==> config.mk <==
export PLATFORM = sky130hd
export DESIGN_NAME = writeback_stage
export DESIGN_NICKNAME = d
export VERILOG_FILES = /design/src/rtl/writeback_stage.sv
export SDC_FILE = /design/constraint.sdc
export NUM_CORES = 1
export LEC_CHECK = 0
export ABC_AREA = 0
export BUFFER_PORTS_ARGS = -buffer_cell sky130_fd_sc_hd__buf_2
export CAP_MARGIN = 15
export CORE_MARGIN = 1.5
export CORE_UTILIZATION = 53
export DETAILED_ROUTE_END_ITERATION = 16
export PLACE_DENSITY = 0.86
export SETUP_SLACK_MARGIN = 0.15
export SYNTH_ARGS = -nofsm -noshare
export SYNTH_HDL_FRONTEND = slang
export SYNTH_SLANG_ARGS = --single-unit
==> constraint.sdc <==
create_clock -name clk -period 4.28 [get_ports clk]
set_input_delay 0 -clock clk [delete_from_list [all_inputs] [get_ports clk]]
set_output_delay 0 -clock clk [all_outputs]
set_load 0.01 [all_outputs]
==> src/rtl/writeback_stage.sv <==
// Final RV32I pipeline stage: retires instructions, waits for load data,
// aligns/extends it and drives the register-file write port for one cycle.
module writeback_stage #(
  parameter int unsigned XLEN       = 32,
  parameter int unsigned REG_ADDR_W = 5
) (
  input  logic                  clk,
  input  logic                  reset,
  input  logic                  in_valid,
  output logic                  in_ready,
  input  logic [REG_ADDR_W-1:0] in_rd,
  input  logic                  in_reg_write,
  input  logic                  in_is_load,
  input  logic [2:0]            in_funct3,
  input  logic [XLEN-1:0]       in_result,
  input  logic                  load_data_valid,
  input  logic [XLEN-1:0]       load_data,
  output logic [REG_ADDR_W-1:0] register_write,
  output logic [XLEN-1:0]       write_data,
  output logic                  register_write_enable,
  output logic                  retire,
  output logic                  misaligned_fault,
  output logic                  pending_load_valid,
  output logic [REG_ADDR_W-1:0] pending_load_rd
);

  typedef enum logic [1:0] {StIdle, StWaitLoad, StCommit} state_e;

  state_e                r_state, w_state_d;
  logic [REG_ADDR_W-1:0] r_rd, w_rd_d;
  logic                  r_reg_write, w_reg_write_d;
  logic [2:0]            r_funct3, w_funct3_d;
  logic [1:0]            r_addr, w_addr_d;
  logic [REG_ADDR_W-1:0] r_wr_rd, w_wr_rd_d;
  logic [XLEN-1:0]       r_wr_data, w_wr_data_d;
  logic                  r_we, w_we_d;
  logic                  r_retire, w_retire_d;
  logic                  r_fault, w_fault_d;

  logic                  w_accept;
  logic                  w_in_fault;
  logic [7:0]            w_byte;
  logic [15:0]           w_half;
  logic [XLEN-1:0]       w_load_value;

  assign in_ready = (r_state != StWaitLoad);
  assign w_accept = in_valid && in_ready;

  // Illegal funct3 or a misaligned halfword/word access.
  always_comb begin
    w_in_fault = 1'b0;
    case (in_funct3)
      3'b000, 3'b100: w_in_fault = 1'b0;
      3'b001, 3'b101: w_in_fault = in_result[0];
      3'b010:         w_in_fault = |in_result[1:0];
      default:        w_in_fault = 1'b1;
    endcase
    w_in_fault = w_in_fault && in_is_load;
  end

  always_comb begin
    w_byte = load_data[7:0];
    case (r_addr)
      2'd0:    w_byte = load_data[7:0];
      2'd1:    w_byte = load_data[15:8];
      2'd2:    w_byte = load_data[23:16];
      default: w_byte = load_data[31:24];
    endcase
    w_half = r_addr[1] ? load_data[31:16] : load_data[15:0];
    case (r_funct3)
      3'b000:  w_load_value = {{(XLEN-8){w_byte[7]}}, w_byte};
      3'b100:  w_load_value = {{(XLEN-8){1'b0}}, w_byte};
      3'b001:  w_load_value = {{(XLEN-16){w_half[15]}}, w_half};
      3'b101:  w_load_value = {{(XLEN-16){1'b0}}, w_half};
      default: w_load_value = load_data;
    endcase
  end

  always_comb begin
    w_state_d     = r_state;
    w_rd_d        = r_rd;
    w_reg_write_d = r_reg_write;
    w_funct3_d    = r_funct3;
    w_addr_d      = r_addr;
    w_wr_rd_d     = r_wr_rd;
    w_wr_data_d   = r_wr_data;
    w_we_d        = 1'b0;
    w_retire_d    = 1'b0;
    w_fault_d     = 1'b0;
    case (r_state)
      StWaitLoad: begin
        if (load_data_valid) begin
          w_state_d   = StCommit;
          w_we_d      = r_reg_write && (r_rd != '0);
          w_retire_d  = 1'b1;
          w_wr_rd_d   = r_rd;
          w_wr_data_d = w_load_value;
        end
      end
      default: begin
        if (w_accept) begin
          w_rd_d        = in_rd;
          w_reg_write_d = in_reg_write;
          w_funct3_d    = in_funct3;
          w_addr_d      = in_result[1:0];
          if (in_is_load && !w_in_fault) begin
            // Write port keeps its previous values while the load is outstanding.
            w_state_d = StWaitLoad;
          end else begin
            w_state_d   = StCommit;
            w_we_d      = in_reg_write && (in_rd != '0) && !w_in_fault;
            w_retire_d  = 1'b1;
            w_fault_d   = w_in_fault;
            w_wr_rd_d   = in_rd;
            w_wr_data_d = in_result;
          end
        end else begin
          w_state_d = StIdle;
        end
      end
    endcase
  end

  always_ff @(posedge clk) begin
    if (reset) begin
      r_state     <= StIdle;
      r_rd        <= '0;
      r_reg_write <= 1'b0;
      r_funct3    <= '0;
      r_addr      <= '0;
      r_wr_rd     <= '0;
      r_wr_data   <= '0;
      r_we        <= 1'b0;
      r_retire    <= 1'b0;
      r_fault     <= 1'b0;
    end else begin
      r_state     <= w_state_d;
      r_rd        <= w_rd_d;
      r_reg_write <= w_reg_write_d;
      r_funct3    <= w_funct3_d;
      r_addr      <= w_addr_d;
      r_wr_rd     <= w_wr_rd_d;
      r_wr_data   <= w_wr_data_d;
      r_we        <= w_we_d;
      r_retire    <= w_retire_d;
      r_fault     <= w_fault_d;
    end
  end

  assign register_write        = r_wr_rd;
  assign write_data            = r_wr_data;
  assign register_write_enable = r_we;
  assign retire                = r_retire;
  assign misaligned_fault      = r_fault;
  assign pending_load_valid    = (r_state == StWaitLoad) && r_reg_write && (r_rd != '0);
  assign pending_load_rd       = r_rd;

endmodule

==> summary.md <==
| Metric | Value |
|---|---|
| Vias/cell | 6.45 |
| RSZ-0062 raised after global routing | no |
| CTS tree | done |
| Unique cell type count in the Yosys netlist | 45 |
| Worst vdd ir | 0.000154 V |
| Worst-path fanout max | 29 |
| Remaining DRCs | 0 |
| WHS | 0.0286 ns |
| Worst slew margin | 30.9% |
| Layout area overhead | 24.8% |
| Outcome | complete, no violations |
| First-pass GRT wire length | 16600 um |
| CP startpoint kind | flip-flop |
| Grt total ovfl | 0 |
| Cells after Synth | 377 |
| Routed Antenna Nets | 0 |
| H-tree Lvls | 2 |
| Kind of critical path | flip-flop to flip-flop |
| Starting density of the core | 56.2% |
| Chip height | 80.4 um |
| GPL Wtd Cong | 0.930 |
| Post-route minimum period | 3.09 ns |
| Worst Tran Pin Value | 1.04 ns |
| Number of port buffers | 124 |
| Layout cells sized above 1 | 33.0% |
| Worst Setup SP | r_state[0]$_SDFFE_PP0P_ |
| 1st-pass router iterations | 5 |
| Post-synth ARST share | 0% |
| Initial DRC Count | 422 |
| Setup TNS | 0 ns |
| Pin count of the biggest net entering global routing | 46 |
| YS warnings | 0 |
| Number of synthesized flops with an enable pin | 0 |
| Clk_lat worst skew | 0.32 ns |
| Bufs on Longest Clock Path | 2 |
| Avg Inst Size Synth | 8.42 um^2 |
| Sequential share of the synthesized area | 33.4% |
| Pins over their slew limit | 0 |
| Primary FF master, synth | dfxtp_1 |
| Die Width | 80.4 um |
| CP endpoint kind | flip-flop |
| Num rows | 27 |
| Number of global-route vias before repair | 3301 |
| Total Wirelength | 10700 um |
| Commonest non-fill, non-tap cell in the layout | buf_2 |
| Initial antenna violation count | 1 |
| Postcts setup bufs | 0 |
| GRT Overall Usage | 33.3% |
| Min-delay worst type | input pin to flip-flop |
| LEAKAGE | 0.00166 uW |
| Ports | 125 |
| DP HPWL | 7050 um |
| Fmax | 323 MHz |
| Synthesized flop and latch total | 53 |
| Most frequent cells in the layout | buf_2, dfxtp_1, nand2_1 |
| CP Data Required Time | 4.42 ns |
| WL/cell | 19.1 um |
| Fin. Hold Viols | 0 |
| Final nets | 566 |
| Core Area | 5640 um^2 |
| Post-Synthesis Cell Area | 3170 um^2 |
| Vias | 3618 |
| Num CTS Buffers | 5 |
| # Max-Cap Violations | 0 |
| Final setup vio count | 0 |
| Final period utilization | 72.3% |
| Worst-path clk slew | 0.10 ns |
| Origin of the critical flop-to-flop path | r_state[0]$_SDFFE_PP0P_ |
| WP data arrival | 3.24 ns |
| Net Count, Synth | 455 |
| Clock Sinks | 53 |
| Worst hold start | in_result[21] |
| Die ar. | 6460 um^2 |
| Worst Skew | 0.0128 ns |
| PD cells | 305 nW/um^2 |
| CTS root buf | clkbuf_8 |
cell usage after synthesis, types with 2 or more instances:
master    count  area (um^2)
a211oi_1     20          150
a21oi_1      23          115
a221oi_1     15          131
a31oi_1      16          100
buf_2        11         55.1
buf_4         4         30.0
buf_6         2         22.5
clkbuf_1     18         67.6
dfxtp_1      53         1060
inv_1        35          131
mux2_2        6         67.6
mux2i_1      15          150
nand2_1      46          173
nand2b_1     10         62.6
nand3b_1      8         60.1
nor2_1        7         26.3
nor2b_1       2         12.5
nor3_1        7         35.0
nor3_2        2         20.0
o211ai_1     14          105
o21ai_0       8         40.0
o21ai_2       2         17.5
o311ai_0      2         17.5
o31ai_1       8         60.1
o32ai_1      13          114
o32ai_2      10          163
or4_1         2         15.0
what timing repair did:
item                                    CTS  global route
endpoints found under the setup margin    0             0
endpoints found under the hold margin    12             0
hold buffers                             12             0
gates resized for setup                   0             0
worst paths after layout:
path,depth (start not counted),endpoint,slack [ns]
hold / removal,3,write_data[21]$_SDFFE_PP0P_,0.03
setup / recovery,6,register_write[2]$_SDFFE_PP0P_,1.19
hold reg to reg,2,register_write[0]$_SDFFE_PP0P_,0.47
setup reg to reg,6,register_write[2]$_SDFFE_PP0P_,1.19
flip-flops by register name, summed over array words and instances (netlist names):
signal and count:
retire 1, register_write_enable 1, r_funct3 3, r_addr 2, misaligned_fault 1, register_write 5, r_reg_write 1, pending_load_rd 5
r_state 2, write_data 32
critical path, stage by stage, from the launching register on:
cell	delay, ns
dfxtp_1	0.36
nor2b_1	0.65
inv_1	0.55
and2_1	0.66
a21oi_1	0.26
buf_4	0.29
a211oi_1	0.14
cell type report:
cell class	instances	area, um^2
inverters	35	131
clock buffers	5	68.8
clock inverters	2	35.0
diodes	1	2.50
fillers	453	1680
flip-flops and latches	53	1060
multi-input cells	253	1800
well taps	72	90.1
repair buffers	140	771
report_power, final:
group | switching [uW] | internal (uW)
Sequential | 26.1 | 532
Combinational | 182 | 125
Clock | 173 | 170
through the flow:
stage          setup WS, ns  std cells  total power, uW  util (%)  area (um^2)
2_1_floorplan          2.70        377              743         -         3170
3_3_place_gp           1.49        541              846      66.2         3730
3_5_place_dp           1.31        541              854      66.2         3730
4_1_cts                1.29        560             1190      70.2         3960
5_1_grt               0.968        561             1260      70.2         3960
6_report               1.19        561             1210      70.2         3960
cell families (layout without fill, tap and decap cells):
group,Yosys count,after routing,synth area share (%)
AOI/OAI and AO/OA,139,139,34.9
buffers and inverters,71,182,9.78
DFF,53,53,33.4
muxes,22,22,7.29
other,0,1,0
and+or+nand+nor,92,92,14.6
per-layer routing:
layer  vias to the layer above  GRT usage [%]  share of wire, %
met2                       258           52.0                47
met1                      1682           43.9                39
met3                        52           5.91               9.8
met4                         0           16.6               4.1
met5                         -              0                 0
li1                       1626              -                 -
No activity file was read; power rests on OpenSTA's default activity.
